==> src/rtl/booth_sched.sv <==
// booth_sched: round-robin scheduler/sequencer sharing one Booth multiplier
// datapath among N_REQ requesters.
//
// Ports:
//   clk, reset_n        clock, synchronous active-low reset
//   req                 per-requester request level, held until own done
//   op_m, op_q          packed per-requester multiplicand / multiplier
//   gnt                 one-hot grant, held from grant through DONE
//   busy                high whenever the sequencer is not idle
//   dp_m, dp_q          granted operands steered to the datapath (0 if no grant)
//   carga/suma/resta/desplaza  datapath control strobes
//   q0, qm1             datapath Q[0] and Qm1 feedback
//   dp_product          datapath {A,Q}
//   result              last completed product
//   done                one-cycle pulse on the bit of the finished requester
module booth_sched #(
    parameter int unsigned N_REQ = 4,
    parameter int unsigned WIDTH = 8
) (
    input  logic                     clk,
    input  logic                     reset_n,
    input  logic [N_REQ-1:0]         req,
    input  logic [N_REQ*WIDTH-1:0]   op_m,
    input  logic [N_REQ*WIDTH-1:0]   op_q,
    output logic [N_REQ-1:0]         gnt,
    output logic                     busy,
    output logic [WIDTH-1:0]         dp_m,
    output logic [WIDTH-1:0]         dp_q,
    output logic                     carga,
    output logic                     suma,
    output logic                     resta,
    output logic                     desplaza,
    input  logic                     q0,
    input  logic                     qm1,
    input  logic [2*WIDTH-1:0]       dp_product,
    output logic [2*WIDTH-1:0]       result,
    output logic [N_REQ-1:0]         done
);

    localparam int unsigned PTR_W = (N_REQ > 1) ? $clog2(N_REQ) : 1;
    // One extra bit so ptr + offset never overflows before the wrap.
    localparam int unsigned IDX_W = PTR_W + 1;
    localparam int unsigned CNT_W = (WIDTH > 1) ? $clog2(WIDTH) : 1;
    localparam logic [CNT_W-1:0] CNT_LAST = CNT_W'(WIDTH - 1);

    localparam logic [2:0] IDLE  = 3'd0;
    localparam logic [2:0] LOAD  = 3'd1;
    localparam logic [2:0] EVAL  = 3'd2;
    localparam logic [2:0] SHIFT = 3'd3;
    localparam logic [2:0] DONE  = 3'd4;

    logic [2:0]           state_q, state_d;
    logic [PTR_W-1:0]     ptr_q, ptr_d;
    logic [CNT_W-1:0]     cnt_q, cnt_d;
    logic [N_REQ-1:0]     gnt_q, gnt_d;
    logic [PTR_W-1:0]     gidx_q, gidx_d;
    logic [2*WIDTH-1:0]   result_q, result_d;

    logic                 arb_found;
    logic [PTR_W-1:0]     arb_idx;
    logic [IDX_W-1:0]     cand;
    logic [IDX_W-1:0]     ptr_inc;

    // Round-robin search: first set request starting at ptr, wrapping.
    always_comb begin
        arb_found = 1'b0;
        arb_idx   = '0;
        cand      = '0;
        for (int k = 0; k < int'(N_REQ); k++) begin
            cand = IDX_W'(ptr_q) + IDX_W'(k);
            if (cand >= IDX_W'(N_REQ)) begin
                cand = cand - IDX_W'(N_REQ);
            end
            if (!arb_found && req[cand[PTR_W-1:0]]) begin
                arb_found = 1'b1;
                arb_idx   = cand[PTR_W-1:0];
            end
        end
    end

    // Pointer value after serving the granted requester.
    always_comb begin
        ptr_inc = IDX_W'(gidx_q) + IDX_W'(1);
        if (ptr_inc >= IDX_W'(N_REQ)) begin
            ptr_inc = '0;
        end
    end

    // State and bookkeeping registers.
    always_ff @(posedge clk) begin
        if (!reset_n) begin
            state_q  <= IDLE;
            ptr_q    <= '0;
            cnt_q    <= '0;
            gnt_q    <= '0;
            gidx_q   <= '0;
            result_q <= '0;
        end else begin
            state_q  <= state_d;
            ptr_q    <= ptr_d;
            cnt_q    <= cnt_d;
            gnt_q    <= gnt_d;
            gidx_q   <= gidx_d;
            result_q <= result_d;
        end
    end

    // Next-state logic and datapath control decode.
    always_comb begin
        state_d  = state_q;
        ptr_d    = ptr_q;
        cnt_d    = cnt_q;
        gnt_d    = gnt_q;
        gidx_d   = gidx_q;
        result_d = result_q;
        carga    = 1'b0;
        suma     = 1'b0;
        resta    = 1'b0;
        desplaza = 1'b0;

        case (state_q)
            IDLE: begin
                if (arb_found) begin
                    gnt_d   = N_REQ'(1) << arb_idx;
                    gidx_d  = arb_idx;
                    state_d = LOAD;
                end
            end
            LOAD: begin
                carga   = 1'b1;
                cnt_d   = '0;
                state_d = EVAL;
            end
            EVAL: begin
                // Booth recoding of the live {Q[0], Qm1} pair.
                case ({q0, qm1})
                    2'b10:   resta = 1'b1;
                    2'b01:   suma  = 1'b1;
                    default: ;
                endcase
                state_d = SHIFT;
            end
            SHIFT: begin
                desplaza = 1'b1;
                if (cnt_q == CNT_LAST) begin
                    state_d = DONE;
                end else begin
                    cnt_d   = cnt_q + CNT_W'(1);
                    state_d = EVAL;
                end
            end
            DONE: begin
                result_d = dp_product;
                ptr_d    = ptr_inc[PTR_W-1:0];
                gnt_d    = '0;
                state_d  = IDLE;
            end
            default: begin
                gnt_d   = '0;
                state_d = IDLE;
            end
        endcase
    end

    // Operand steering: AND-OR mux over the one-hot grant, 0 when idle.
    always_comb begin
        dp_m = '0;
        dp_q = '0;
        for (int i = 0; i < int'(N_REQ); i++) begin
            dp_m = dp_m | (op_m[i*WIDTH +: WIDTH] & {WIDTH{gnt_q[i]}});
            dp_q = dp_q | (op_q[i*WIDTH +: WIDTH] & {WIDTH{gnt_q[i]}});
        end
    end

    assign gnt  = gnt_q;
    assign busy = (state_q != IDLE);
    assign done = (state_q == DONE) ? gnt_q : '0;
    // Final product is visible in the same cycle as its done pulse.
    assign result = (state_q == DONE) ? dp_product : result_q;

endmodule

==> config.mk <==
export PLATFORM = sky130hd
export DESIGN_NAME = booth_sched
export DESIGN_NICKNAME = d
export VERILOG_FILES = /design/src/rtl/booth_sched.sv
export SDC_FILE = /design/constraint.sdc
export NUM_CORES = 1
export LEC_CHECK = 0
export ABC_AREA = 1
export BUFFER_PORTS_ARGS = -buffer_cell sky130_fd_sc_hd__clkbuf_2
export CAP_MARGIN = 25
export CORE_ASPECT_RATIO = 0.6
export CORE_MARGIN = 5
export CORE_UTILIZATION = 45
export DETAILED_ROUTE_END_ITERATION = 10
export PLACE_DENSITY = 0.88
export SKIP_CTS_REPAIR_TIMING = 1
export SYNTH_ARGS = -nofsm -noshare
export SYNTH_HDL_FRONTEND = slang
export SYNTH_SLANG_ARGS = --single-unit
export TNS_END_PERCENT = 20
==> constraint.sdc <==
create_clock -name clk -period 3.6 [get_ports clk]
set_input_delay 0.36 -clock clk [delete_from_list [all_inputs] [get_ports clk]]
set_output_delay 0.36 -clock clk [all_outputs]
set_load 0.005 [all_outputs]
==> impl_metrics.env <==
export IMPL_num_io_pins=133
export IMPL_crit_slowest_cell="nand2_1"
export IMPL_worst_hold_path_endpoint="result_q[15]"
export IMPL_dr_total_vias=2481
export IMPL_yosysMostFrequentCell="nand2_1"
export IMPL_r2r_start="state_q[1]"
export IMPL_cp_start_kind="flip-flop"
export IMPL_comb_power_share_pct=20.3
export IMPL_cpMostUsedCell="inv_1"
export IMPL_fin_crit_sh_pct=77.48
export IMPL_met1_usage_pct=24.08
export IMPL_slew_headroom_pct=50.30
export IMPL_syn_area_um2=1948
export IMPL_syn_area_per_cell_um2=6.069
export IMPL_synth_edf_count=0
export IMPL_ant_nets=0
export IMPL_die_width_um=94.94
export IMPL_drt_pass1_iterations=4
export IMPL_synth_main_ff_cell="dfxtp_1"
export IMPL_final_cells=507
export IMPL_grtUsageMet2_pct=38.78
export IMPL_r2r_cells=6
export IMPL_ys_ff_latch=30
export IMPL_setup_violations=0
export IMPL_synthTopCellsByArea="dfxtp_1 31%, nand2_1 19%, inv_1 7.5%"
export IMPL_cpPeakStageDelay_ns=0.55
export IMPL_dieHeight_um=60.97
export IMPL_seq_area_um2=600.6
export IMPL_cp_max_fo=25
export IMPL_whs_path_depth=3
export IMPL_busiest_layer="met2"
export IMPL_vias_per_cell=4.893
export IMPL_rows=18
export IMPL_multiInputGateArea_um2=1117
export IMPL_grt_pass1_wl_um=9618
export IMPL_p_clk_share_pct=35.0
export IMPL_tightest_slew_ns=0.7447
export IMPL_grt_pass1_vias=2311
export IMPL_drc=0
export IMPL_clk_pin_slew_ns=0.07
export IMPL_cts_htree_levels=2
export IMPL_drt_total_wl_um=6310
export IMPL_hp_class="in2reg"
export IMPL_syn_inst=321
export IMPL_synth_fp_nets=412
export IMPL_synth_cell_types=25
export IMPL_nNetsFinal=537
export IMPL_nFillCells=404
export IMPL_first_iter_violations=136
export IMPL_ys_top_cells_by_count="100 x nand2_1, 39 x inv_1, 33 x nor2_1"
export IMPL_cp_cell_sequence="nor2_1 > nand2_1 > inv_1 > or2_2 > o21ai_0 > inv_1 > clkbuf_2"
export IMPL_fin_setup_tns_ns=0
export IMPL_clkSinkCount=30
export IMPL_p_int_w=0.0005746
export IMPL_hold_viol=0
export IMPL_r2r_end="result_q[0]"
export IMPL_area_delta_synth_final_pct=38.92
export IMPL_fin_skew_ns=0.009062
export IMPL_p_sw_share_pct=28.77
export IMPL_yosysSeqAreaShare_pct=30.83
export IMPL_reg2reg_slack_ns=1.44
export IMPL_cts_tree="done"
export IMPL_vdd_drop_max_mv=0.2629
export IMPL_cts_buffers=5
export IMPL_drive_above_1_share_pct=38.93
export IMPL_crit_arrival_ns=2.43
export IMPL_total_leakage_power_nw=1.650
export IMPL_status="finished clean"
export IMPL_clock_fmax_mhz=358.5
export IMPL_clkLatencyLatePin_ns=0.29
export IMPL_async_reset_ff_share_pct=0
export IMPL_grt_max_degree=26
export IMPL_post_dp_hpwl_um=5061
export IMPL_dp_cells=499
export IMPL_worstSetupPathType="reg2out"
export IMPL_antenna_found_initial=0
export IMPL_yosys_area_top_type="dfxtp_1"
export IMPL_drv_slew=0
export IMPL_min_period_ns=2.789
export IMPL_diodes=0
export IMPL_start_util_pct=47.01
export IMPL_core_area_um2=4144
export IMPL_routedWlPerCell_um=12.45
export IMPL_dieArea_um2=5788
export IMPL_p_sw_w=0.0002321
export IMPL_numPortBuffers=132
export IMPL_grt_total_usage_pct=21.05
export IMPL_design_area_um2=2706
export IMPL_overflow=0
export IMPL_maxCapViolations=0
export IMPL_cts_root_buf="clkbuf_8"
export IMPL_gp_congestion=0.8049
export IMPL_yosysWarnings=0
export IMPL_pwr_share_seq_pct=44.8
export IMPL_endpoint_kind="output port"
export IMPL_grt_use_met3_pct=6.196
export IMPL_rsz0062_at_grt="false"
export IMPL_cts_max_path_buffers=2
export IMPL_placed_cell_area_um2=2611
export IMPL_power_density_nw_per_um2=298.1
export IMPL_hp_start="dp_product[15]"
export IMPL_synth_top_area_share_pct=30.83
export IMPL_cp_required_ns=3.24
cell usage in the layout (no fill, tap or decap), drive strengths merged, types with 2 or more instances in the layout:
master / instances
or2: 16
nand2: 108
nand4: 18
ha: 3
clkbuf: 138
a21oi: 12
nor3: 2
nor2: 36
dfxtp: 30
inv: 42
nand3: 16
o21ai: 21
registers in the layout, summed over array words and instances (netlist names):
register,count
gnt,4
cnt_q,3
gidx_q,2
state_q,3
result_q,16
ptr_q,2
metrics by stage:
step	util [%]	hold WS, ns	worst slack [ns]	power (W)
global placement	63.01	0.4506	1.295	0.0005265
detailed placement	63.01	0.4727	1.150	0.0005317
finish	65.31	0.3680	0.8107	0.0008067
CTS	65.31	0.3671	0.8033	0.0008113
floorplan	-	0.4321	2.017	0.0004411
global route	65.31	0.3932	0.5961	0.0008488
cell families after synthesis:
logic type,count (synthesis),synth area share (%)
simple gates,197,46.05
buf+inv,56,11.82
compound gates,35,9.377
flops,30,30.83
fa+ha+maj,3,1.927
layer usage:
metal	vias up	routed length, µm
li1	1261	-
met1	1111	2554
met2	104	3087
met3	5	625
met4	0	43
met5	-	0
layout make-up:
| class | count | share of cell area (%) |
|---|---|---|
| Inverter | 42 | 5.825 |
| Tap cell | 60 | 2.774 |
| Clock inverter | 2 | 0.4623 |
| Sequential cell | 30 | 22.19 |
| Timing Repair Buffer | 132 | 24.41 |
| Clock buffer | 6 | 3.051 |
| Multi-Input combinational cell | 235 | 41.29 |
worst max-delay path by stage:
stage / cells after the start / start / endpoint / slack [ns]
after floorplan: 7 / state_q[1] / result[10] / 2.02
after global placement: 7 / state_q[1] / result[4] / 1.30
after CTS: 7 / state_q[1] / result[4] / 0.80
final: 7 / state_q[1] / result[4] / 0.81
after detailed placement: 7 / state_q[1] / result[0] / 1.15
after global routing: 7 / state_q[1] / result[4] / 0.60
worst max-delay path, delay by kind of cell (launching register included):
kind,cells,cell delay [ns]
buffers and inverters,3,0.59
AOI/OAI and AO/OA,1,0.13
DFF,1,0.40
and+or+nand+nor,3,1.02
power groups by stage:
stage	Sequential [W]	Clock [W]	Combinational (W)
3_5_place_dp	0.000368	0	0.000163
2_1_floorplan	0.000353	0	0.0000879
4_1_cts	0.000361	0.000286	0.000164
6_report	0.000361	0.000282	0.000163
3_3_place_gp	0.000368	0	0.000159
5_1_grt	0.000364	0.000301	0.000184
Power figures use the tool's default switching activity.
